$ cat config.mk
export PLATFORM = sky130hd
export DESIGN_NAME = act_buf_write_arbiter
export DESIGN_NICKNAME = d
export VERILOG_FILES = /design/src/rtl/act_buf_write_arbiter.sv
export SDC_FILE = /design/constraint.sdc
export NUM_CORES = 1
export LEC_CHECK = 0
export ABC_AREA = 1
export BUFFER_PORTS_ARGS = -buffer_cell sky130_fd_sc_hd__clkbuf_2
export CAP_MARGIN = 20
export CORE_AREA = 2 2 175 177
export CTS_CLUSTER_SIZE = 12
export DETAILED_ROUTE_END_ITERATION = 12
export DIE_AREA = 0 0 177 179
export HOLD_SLACK_MARGIN = 0.05
export RECOVER_POWER = 25
export SLEW_MARGIN = 25
export SYNTH_ARGS = -nofsm -noshare
export SYNTH_HDL_FRONTEND = slang
export SYNTH_SLANG_ARGS = --single-unit
$ cat constraint.sdc
create_clock -name clk -period 5.3 [get_ports clk]
set_input_delay 1.06 -clock clk [delete_from_list [all_inputs] [get_ports clk]]
set_output_delay 1.06 -clock clk [all_outputs]
set_load 0.02 [all_outputs]
$ cat src/rtl/act_buf_write_arbiter.sv
// act_buf_write_arbiter
//   Round-robin write scheduler for the single-port activation buffer SRAM.
//   NUM_REQ write requesters compete for a one-entry output register, which
//   shares the SRAM port with the read path. Reads win by default. A write
//   that has lost MAX_STALL consecutive cycles to reads is forced through for
//   one cycle.
//
// Ports
//   clk        clock, all state on posedge
//   rst        asynchronous reset, active-high
//   req_valid  per-requester write valid
//   req_data   packed [NUM_REQ-1:0][DATA_W-1:0] write data
//   req_addr   packed [NUM_REQ-1:0][ADDR_W-1:0] write address
//   req_ready  one-hot (or zero) grant; a transfer is valid & ready
//   rd_req     read path requests the SRAM port this cycle
//   rd_gnt     read path owns the SRAM port this cycle
//   mem_we     SRAM write strobe
//   mem_addr   SRAM write address (meaningful when mem_we)
//   mem_wdata  SRAM write data (meaningful when mem_we)
//   busy       output register holds a write or any req_valid is high
module act_buf_write_arbiter #(
    parameter int NUM_REQ   = 8,
    parameter int DATA_W    = 32,
    parameter int ADDR_W    = 16,
    parameter int MAX_STALL = 15
) (
    input  logic                        clk,
    input  logic                        rst,
    input  logic [NUM_REQ-1:0]          req_valid,
    input  logic [NUM_REQ*DATA_W-1:0]   req_data,
    input  logic [NUM_REQ*ADDR_W-1:0]   req_addr,
    output logic [NUM_REQ-1:0]          req_ready,
    input  logic                        rd_req,
    output logic                        rd_gnt,
    output logic                        mem_we,
    output logic [ADDR_W-1:0]           mem_addr,
    output logic [DATA_W-1:0]           mem_wdata,
    output logic                        busy
);

    localparam int PTR_W = (NUM_REQ > 1) ? $clog2(NUM_REQ) : 1;
    localparam int CNT_W = $clog2(MAX_STALL + 1);
    localparam logic [CNT_W-1:0] STALL_MAX = CNT_W'(MAX_STALL);
    localparam logic [PTR_W-1:0] PTR_LAST  = PTR_W'(NUM_REQ - 1);

    logic              wr_v;
    logic [ADDR_W-1:0] wr_addr;
    logic [DATA_W-1:0] wr_data;
    logic [PTR_W-1:0]  rr_ptr;
    logic [CNT_W-1:0]  stall_cnt;

    logic              force_wr;
    logic              can_load;
    logic              grant_found;
    logic [PTR_W-1:0]  grant_idx;
    logic [PTR_W-1:0]  grant_next_ptr;
    logic [ADDR_W-1:0] grant_addr;
    logic [DATA_W-1:0] grant_data;

    assign force_wr  = wr_v && (stall_cnt == STALL_MAX);
    // rst gating keeps the read grant low while reset is held, independent of
    // whatever the counter happened to contain before the async clear.
    assign rd_gnt    = rd_req && !force_wr && !rst;
    assign mem_we    = wr_v && !rd_gnt;
    assign mem_addr  = wr_addr;
    assign mem_wdata = wr_data;
    // The register can take a new write when empty or when it drains this cycle.
    assign can_load  = !wr_v || mem_we;
    assign busy      = !rst && (wr_v || (|req_valid));

    // Round-robin search starting at rr_ptr and wrapping at NUM_REQ-1.
    always_comb begin
        int               idx_full;
        logic [PTR_W-1:0] idx;
        idx_full    = 0;
        idx         = '0;
        grant_found = 1'b0;
        grant_idx   = '0;
        req_ready   = '0;
        if (can_load && !rst) begin
            for (int k = 0; k < NUM_REQ; k++) begin
                idx_full = int'(rr_ptr) + k;
                if (idx_full >= NUM_REQ) begin
                    idx_full = idx_full - NUM_REQ;
                end
                idx = PTR_W'(idx_full);
                if (!grant_found && req_valid[idx]) begin
                    grant_found = 1'b1;
                    grant_idx   = idx;
                end
            end
            if (grant_found) begin
                req_ready[grant_idx] = 1'b1;
            end
        end
    end

    always_comb begin
        grant_addr     = req_addr[int'(grant_idx)*ADDR_W +: ADDR_W];
        grant_data     = req_data[int'(grant_idx)*DATA_W +: DATA_W];
        grant_next_ptr = (grant_idx == PTR_LAST) ? '0 : grant_idx + 1'b1;
    end

    always_ff @(posedge clk or posedge rst) begin
        if (rst) begin
            wr_v      <= 1'b0;
            wr_addr   <= '0;
            wr_data   <= '0;
            rr_ptr    <= '0;
            stall_cnt <= '0;
        end else begin
            if (grant_found) begin
                wr_v    <= 1'b1;
                wr_addr <= grant_addr;
                wr_data <= grant_data;
                rr_ptr  <= grant_next_ptr;
            end else if (mem_we) begin
                wr_v <= 1'b0;
            end

            // Counts consecutive cycles the held write lost to a read.
            if (mem_we || !wr_v) begin
                stall_cnt <= '0;
            end else if (rd_gnt && (stall_cnt != STALL_MAX)) begin
                stall_cnt <= stall_cnt + 1'b1;
            end
        end
    end

endmodule

==> results of run 1 <==
==> cells in the final DEF, fill, tap and decap left out, types with 3 or more instances in the layout <==
cell type	count
inv_2	3
xnor2_1	3
clkbuf_2	452
o21ai_0	3
nand3_4	3
buf_12	5
nor2_4	3
nor2_1	27
nand4_1	198
nor3_1	4
xor2_1	3
dfrtp_1	56
buf_4	5
clkbuf_16	5
nand2_1	440
nand2_2	3
nand3_1	322
inv_1	20
ha_1	4
==> cell type report <==
class / count / area, um2
fillers: 3438 / 20500
clock buffers: 5 / 125
diodes: 2 / 5.00
multi-input cells: 1026 / 4970
well taps: 396 / 495
inverters: 26 / 103
repair buffers: 465 / 2420
clock inverters: 3 / 42.5
flip-flops and latches: 56 / 1400
==> state kept, by name (all words and copies together), names as in the netlist <==
| name | flops |
|---|---|
| mem_wdata | 32 |
| wr_v | 1 |
| rr_ptr | 3 |
| mem_addr | 16 |
| stall_cnt | 4 |
==> per-stage QoR <==
step	cell area, um2	worst slack [ns]	total power [W]	util, %	instances
finish	9560	0.799	0.00677	31.8	1979
global route	9560	0.497	0.00746	31.8	1978
CTS	9560	0.810	0.00677	31.8	1977
detailed placement	9390	1.17	0.00634	31.3	1969
global placement	9390	1.21	0.00633	31.3	1969
floorplan	7050	0.483	0.00495	-	1237
==> metal layers <==
layer	share of wire [%]	up-vias	global-route usage, %
li1	-	5014	-
met3	7.9	55	3.37
met5	0	-	0
met4	2.7	0	6.44
met2	47	532	31.4
met1	42	4828	26.6
==> power by group <==
group / internal [W] / switching (W)
Sequential: 0.000625 / 0.000145
Clock: 0.000223 / 0.000178
Combinational: 0.00165 / 0.00394
==> worst max-delay path, stage by stage, from the launching register on <==
cell	delay (ns)
dfrtp_1	0.61
inv_2	0.20
ha_1	0.44
inv_1	0.23
nand3_1	0.18
nand3_1	0.14
nand2_2	0.09
nor2_8	0.14
nand3_1	0.08
nand2_1	0.07
inv_1	0.04
nor2_1	0.19
nand3_4	0.12
nand3_4	0.13
nand2_1	0.15
nor2_1	0.15
clkbuf_2	0.17
==> final timing paths <==
| check | to | from | slack, ns | depth (start not counted) |
|---|---|---|---|---|
| min in group asynchronous | rr_ptr[2] | rst | 2.22 | 3 |
| max reg2reg | mem_addr[6] | rr_ptr[0] | 1.10 | 18 |
| max | req_ready[4] | rr_ptr[0] | 0.80 | 16 |
| min reg2reg | stall_cnt[0] | stall_cnt[0] | 0.46 | 1 |
| max in group asynchronous | mem_wdata[8] | rst | 1.12 | 3 |
| min | stall_cnt[0] | stall_cnt[0] | 0.46 | 1 |
==> kinds of logic (layout without fill, tap and decap cells) <==
group                    Yosys count  in the layout  share of synthesized area [%]
flip-flops                        56             56                           19.9
buffers and inverters            155            499                           10.2
AO/OA/AOI/OAI                      8              8                          0.639
AND/OR/NAND/NOR                 1008           1008                           67.8
other                              0              2                              0
XOR/XNOR                           6              6                          0.746
adder cells (fa/ha/maj)            4              4                          0.710
==> results.tsv, run 1 <==
metric	value	unit
status	finished with violations	
violations	capacitance limit, slew limit	
synth_warnings	0	
overflow	0	
ir_worst_vdd	0.000580	V
start_util	23.5	%
max_freq	0.222	GHz
vias_per_cell	5.27	
drc	0	
track_usage	19.6	%
h-tree-depth	2	
syn_nets	1636	
clock_path_buffers	2	
rows	64	
dp_hpwl	23200	um
synth_top_area_share	23.5	%
post_synth_inst_count	1237	
setup-tns-final	0	ns
grt_max_degree	193	
hold_viol_final	0	
required	4.24	ns
setup_viol	0	
grt_pass1_vias	9173	
firstDrtPassIters	5	
io_buffers	453	
die_h	179	um
period_needed	4.50	ns
syn_area_per_cell	5.70	um2
num_vias	10400	
wire_per_inst	16.7	um
async_reset_ff_share	100	%
power.leakage	5.30	nW
end_kind	output pin	
path_class	flop to output pin	
post-cts-setup-buffers	0	
gp_congestion	0.894	
seq_area_frac_synth	19.9	%
holdBufCountCts	0	
die_x	177	um
cts-root-buf	clkbuf_16	
path_clk_slew	0.08	ns
hold_class	flop to flop	
ioPinCount	454	
synth_common_cells	nand2_1, nand3_1, nand4_1	
drtIter0Drc	978	
ant_nets	0	
wirelength	33000	um
rsz0062_at_grt	false	
syn-cell-area	7050	um2
finClkSkew	0.00440	ns
synthTopCellsByArea	nand2_1, nand3_1, dfrtp_1	
slew_viol_final	57	
insertion_delay	0.30	ns
ys_types	29	
layout-drive-gt1-share	31.1	%
synth_ff_type	dfrtp_1	
powerDensity	708	nW/um2
fin_nets	1979	
cts.sinks	56	
grt_pass1_wl	49700	um
yosysTopAreaCell	nand2_1	
drv_cap	1	
ys_seq_elements	56	
cp_max_fo	11	
synth_edf_count	0	
core-area	30000	um2
cts_tree	built	
die_area	31700	um2
antenna_found_initial	2	
worstMarginPinSlew	3.50	ns
cts_buffers	5	
yosysMostFrequentCell	nand2_1	
cts_resized	0	
start_kind	flop	
arrival	3.44	ns
post-route-period-util	84.9	%
syn2layout_area_growth	35.7	%
timing.hold.ws	0.465	ns
relSlewSlack	-134	%
No activity file was read; power rests on OpenSTA's default activity.
==> run 2, diff against run 1 <==
--- a/config.mk
+++ b/config.mk
@@ -8,10 +8,10 @@
 export ABC_AREA = 1
 export BUFFER_PORTS_ARGS = -buffer_cell sky130_fd_sc_hd__clkbuf_2
 export CAP_MARGIN = 20
-export CORE_AREA = 2 2 175 177
+export CORE_AREA = 2 2 177 179
 export CTS_CLUSTER_SIZE = 12
 export DETAILED_ROUTE_END_ITERATION = 12
-export DIE_AREA = 0 0 177 179
+export DIE_AREA = 0 0 179 181
 export HOLD_SLACK_MARGIN = 0.05
 export RECOVER_POWER = 25
 export SLEW_MARGIN = 25
==> constraint.sdc (replaced) <==
create_clock -name clk -period 4.1 [get_ports clk]
set_input_delay 0.82 -clock clk [delete_from_list [all_inputs] [get_ports clk]]
set_output_delay 0.82 -clock clk [all_outputs]
set_load 0.02 [all_outputs]
==> run 2 against run 1 <==
Compared with the run above: the flow still finishes with violations (capacitance limit, slew limit); count of clock-buffer cells in the layout rose by 3; clock skew up 0.0028 ns; clock power increased by 15%; final cell count rose by 0.61%; core utilization rose by 0.29 points; setup slack got worse by 0.51 ns; worst hold slack improved by 0.010 ns; critical path type unchanged.
==> results.tsv, run 2 (synthesis gave the netlist of run 1 again) <==
metric	value	unit
dp_hpwl	24700	um
violations	capacitance limit, slew limit	
drv_cap	1	
grt_pass1_wl	50800	um
syn2layout_area_growth	38.4	%
cts-root-buf	clkbuf_16	
start_util	23.2	%
wire_per_inst	16.8	um
end_kind	output pin	
gp_congestion	0.933	
cts.sinks	56	
layout-drive-gt1-share	32.2	%
path_clk_slew	0.08	ns
cts_buffers	5	
met3_usage	3.35	%
setup_viol	0	
grt_max_degree	121	
firstDrtPassIters	5	
drc	0	
relSlewSlack	-5.50	%
rows	64	
powerDensity	922	nW/um2
grt_pass1_vias	9634	
cp_max_fo	11	
required	3.28	ns
grt_use_met2	32.9	%
area.sequential	1400	um2
power.leakage	5.39	nW
layout_common_cells	clkbuf_2, nand2_1, nand3_1	
ant_nets	0	
die_area	32400	um2
largest_reg_flops	32	
vias_per_cell	5.24	
start_kind	flop	
max_freq	0.263	GHz
period_needed	3.81	ns
cts_tree	built	
die_x	179	um
finClkSkew	0.00715	ns
path_class	flop to output pin	
status	finished with violations	
post-route-period-util	92.9	%
arrival	2.99	ns
final_common_cell	clkbuf_2	
ioPinCount	454	
slew_viol_final	57	
overflow	0	
use_met1	25.2	%
timing.hold.ws	0.475	ns
antenna_found_initial	0	
hold_class	flop to flop	
utilization	32.1	%
clock_path_buffers	2	
worstMarginPinSlew	1.58	ns
io_buffers	453	
num_vias	10400	
core-area	30300	um2
h-tree-depth	2	
antenna_cells	0	
insertion_delay	0.31	ns
hold_depth	1	
hold_viol_final	0	
multi_input_area	4990	um2
track_usage	19.6	%
top_usage_layer	met2	
fin_nets	1993	
ir_worst_vdd	0.000923	V
die_h	181	um
wirelength	33500	um
reg2reg_depth	20	
fillCellCount	3452	
rsz0062_at_grt	false	
drtIter0Drc	829	
run 2: cell types whose count changed in the layout (fill, tap and decap cells not counted), sizes merged:
cell	delta
buf	+14
bufinv	-1
clkbuf	+3
clkinv	-2
clkinvlp	-1
diode	-2
inv	+1
run 2: final cells by class:
cell class                 count  area share, %
clock buffer                   8           1.50
timing repair buffer         479           26.9
multi-input combinational   1026           51.1
tap                          396           5.08
inverter                      26           1.01
sequential                    56           14.4
run 2: worst max-delay path: stages (launching register included):
cell      delay, ns
dfrtp_2        0.39
inv_2          0.04
ha_1           0.41
inv_2          0.17
nand3_1        0.15
nand3_1        0.13
nand2_2        0.10
nor2_8         0.14
nand4_4        0.12
nor2_4         0.16
nand3_1        0.13
nand3_4        0.15
nand3_4        0.18
nand2_2        0.20
nor2_2         0.06
clkbuf_2       0.15
run 2: where the power goes:
group	switching, W	total [W]	internal [W]
sequential	0.000182	0.000992	0.000811
combinational	0.00520	0.00754	0.00234
clock	0.000214	0.000460	0.000245
total	0.00560	0.00899	0.00339
run 2: path summary, 6_finish.rpt:
kind                               from      endpoint  slack [ns]
setup / recovery              rr_ptr[0]  req_ready[4]        0.29
hold / removal             stall_cnt[0]  stall_cnt[0]        0.47
setup reg to reg              rr_ptr[0]  mem_addr[15]        0.78
hold reg to reg            stall_cnt[0]  stall_cnt[0]        0.47
max in group asynchronous           rst     rr_ptr[0]        1.91
min in group asynchronous           rst  stall_cnt[0]        1.16
run 2: per-stage QoR:
stage / instance area, um2 / cells / power [W] / worst slack [ns] / setup TNS (ns)
final: 9750 / 1991 / 0.00899 / 0.292 / 0
after global routing: 9750 / 1991 / 0.00990 / 0.0501 / 0
after CTS: 9730 / 1987 / 0.00899 / 0.0154 / 0
after detailed placement: 9580 / 1979 / 0.00849 / 0.165 / 0
after global placement: 9580 / 1979 / 0.00844 / 0.177 / 0
after floorplan: 7070 / 1237 / 0.00642 / -0.0217 / -0.127
run 2: routing by layer:
metal | part of all wire (%) | vias up
met1 | 42 | 4873
met2 | 48 | 470
met5 | 0 | -
met4 | 2.9 | 0
met3 | 7.0 | 58
li1 | - | 5037
run 2: timing repair:
| item | CTS | global route |
|---|---|---|
| endpoints found under the setup margin | 8 | 8 |
| gates resized for setup | 3 | 2 |
| hold buffers | 0 | 0 |
| buffers inserted | 0 | 4 |
| gates cloned | 0 | 0 |
==> run 3, diff against run 2 <==
--- a/config.mk
+++ b/config.mk
@@ -14,6 +14,7 @@
 export DIE_AREA = 0 0 179 181
 export HOLD_SLACK_MARGIN = 0.05
 export RECOVER_POWER = 25
+export SETUP_SLACK_MARGIN = 0.5
 export SLEW_MARGIN = 25
 export SYNTH_ARGS = -nofsm -noshare
 export SYNTH_HDL_FRONTEND = slang
==> run 3 against run 2 <==
Compared with the run above: the run still ends with capacitance limit, slew limit left; maximum frequency is 9.7% higher; power is 7.9% higher; sequential power is 0.7% lower; sequential share of layout area is 0.55 points lower; routed wire length is 4.0% higher; core utilization is 1.3 points higher; first-iteration DRC count is 11% lower; register-to-register slack worse by 0.03 ns; flip-flop and latch count stayed put; combinational power is 9.3% higher.
==> results.tsv, run 3 (synthesis gave the netlist of run 1 again) <==
metric	value	unit
powerDensity	955	nW/um2
topRoutingLayerUsed	met4	
insertion_delay	0.31	ns
die_x	179	um
drv_cap	1	
syn2layout_area_growth	44.1	%
end_kind	output pin	
dp_cells	1979	
reg2reg_depth	17	
dp_hpwl	24300	um
area.sequential	1410	um2
post-route-period-util	84.6	%
crit_path_end	req_ready[1]	
io_buffers	453	
core-area	30300	um2
status	finished with violations	
layout_common_cells	clkbuf_2, nand2_1, nand3_1	
antenna_found_initial	1	
firstDrtPassIters	5	
setup-tns-final	0	ns
ant_nets	0	
cts_tree	built	
period_needed	3.47	ns
required	3.28	ns
cts-root-buf	clkbuf_16	
arrival	2.65	ns
clock_path_buffers	2	
power.leakage	5.53	nW
rrSetupSlack	0.75	ns
ioPinCount	454	
largest_reg_flops	32	
crit_start	rr_ptr[1]	
worstMarginPinSlew	1.62	ns
cp_max_fo	6	
track_usage	19.7	%
drt-met1-wl	14200	um
final_cells	2006	
die_area	32400	um2
pre_cts_slack	0.393	ns
gp_congestion	0.887	
ir_worst_vdd	0.000624	V
drtIter0Drc	738	
wire_per_inst	17.4	um
fillCellCount	3371	
utilization	33.5	%
violations	capacitance limit, slew limit	
fin_nets	2008	
place_area	9620	um2
dr_wl_met2	16900	um
final_common_cell	clkbuf_2	
max_freq	0.288	GHz
grt_pass1_vias	9698	
hold_depth	1	
setup_viol	0	
finClkSkew	0.00496	ns
overflow	0	
grt_pass1_wl	51000	um
num_vias	10600	
setup_slack	0.630	ns
relSlewSlack	-8.22	%
grt_max_degree	193	
met3_length	2650	um
hold_viol_final	0	
vias_per_cell	5.27	
rr_endpoint	mem_wdata[19]	
hold_class	flop to flop	
drc	0	
h-tree-depth	2	
stdcell_area	10200	um2
path_clk_slew	0.08	ns
rsz0062_at_grt	true	
r2r-start	rr_ptr[1]	
path_class	flop to output pin	
die_h	181	um
start_util	23.2	%
wirelength	34900	um
start_kind	flop	
layout-drive-gt1-share	35.1	%
rows	64	
multi_input_area	5260	um2
slew_viol_final	57	
cts.sinks	56	
cts_buffers	5	
run 3: worst min-delay path by stage:
stage,end,startpoint,slack (ns)
after detailed placement,stall_cnt[0],stall_cnt[0],0.46
after CTS,stall_cnt[0],stall_cnt[0],0.47
final,stall_cnt[0],stall_cnt[0],0.46
after global routing,mem_addr[12],mem_addr[12],0.49
after floorplan,stall_cnt[0],stall_cnt[0],0.43
after global placement,stall_cnt[0],stall_cnt[0],0.45
run 3: repair_timing:
action / CTS / global route
setup buffers: 10 / 8
hold buffers: 0 / 0
setup endpoints to repair: 39 / 56
resized for setup: 19 / 40
pin swaps: 7 / 8
gates cloned: 0 / 1
run 3: area by class of cell:
class,count,share of cell area (%)
Antenna cell,1,0.0246
Clock buffer,7,1.50
Inverter,26,1.05
Multi-Input combinational cell,1026,51.7
Sequential cell,56,13.8
Tap cell,396,4.88
Timing Repair Buffer,494,27.0
run 3: per-stage QoR:
step | hold slack [ns] | power [W]
after detailed placement | 0.456 | 0.00856
final | 0.464 | 0.00971
after CTS | 0.469 | 0.00928
after floorplan | 0.432 | 0.00658
after global routing | 0.494 | 0.0106
after global placement | 0.447 | 0.00856
run 3: routing by layer:
metal,track usage (%),vias up
met5,0,-
met4,7.32,0
met3,3.22,76
met2,33.4,545
met1,24.8,4881
li1,-,5073
run 3: report_power, final:
part / switching [W] / internal, W
clock network: 0.000220 / 0.000258
registers: 0.000172 / 0.000813
logic: 0.00559 / 0.00266
total: 0.00598 / 0.00373
run 3: worst max-delay path, stage by stage (launching register included):
cell	delay, ns
dfrtp_2	0.44
buf_4	0.17
ha_4	0.19
xor2_4	0.17
nand3_2	0.10
nand2_4	0.07
nor2_8	0.12
nand4_4	0.12
nor2_4	0.18
nand3_2	0.11
nand3_4	0.09
nand3_4	0.16
buf_4	0.21
nor2_4	0.07
buf_4	0.14
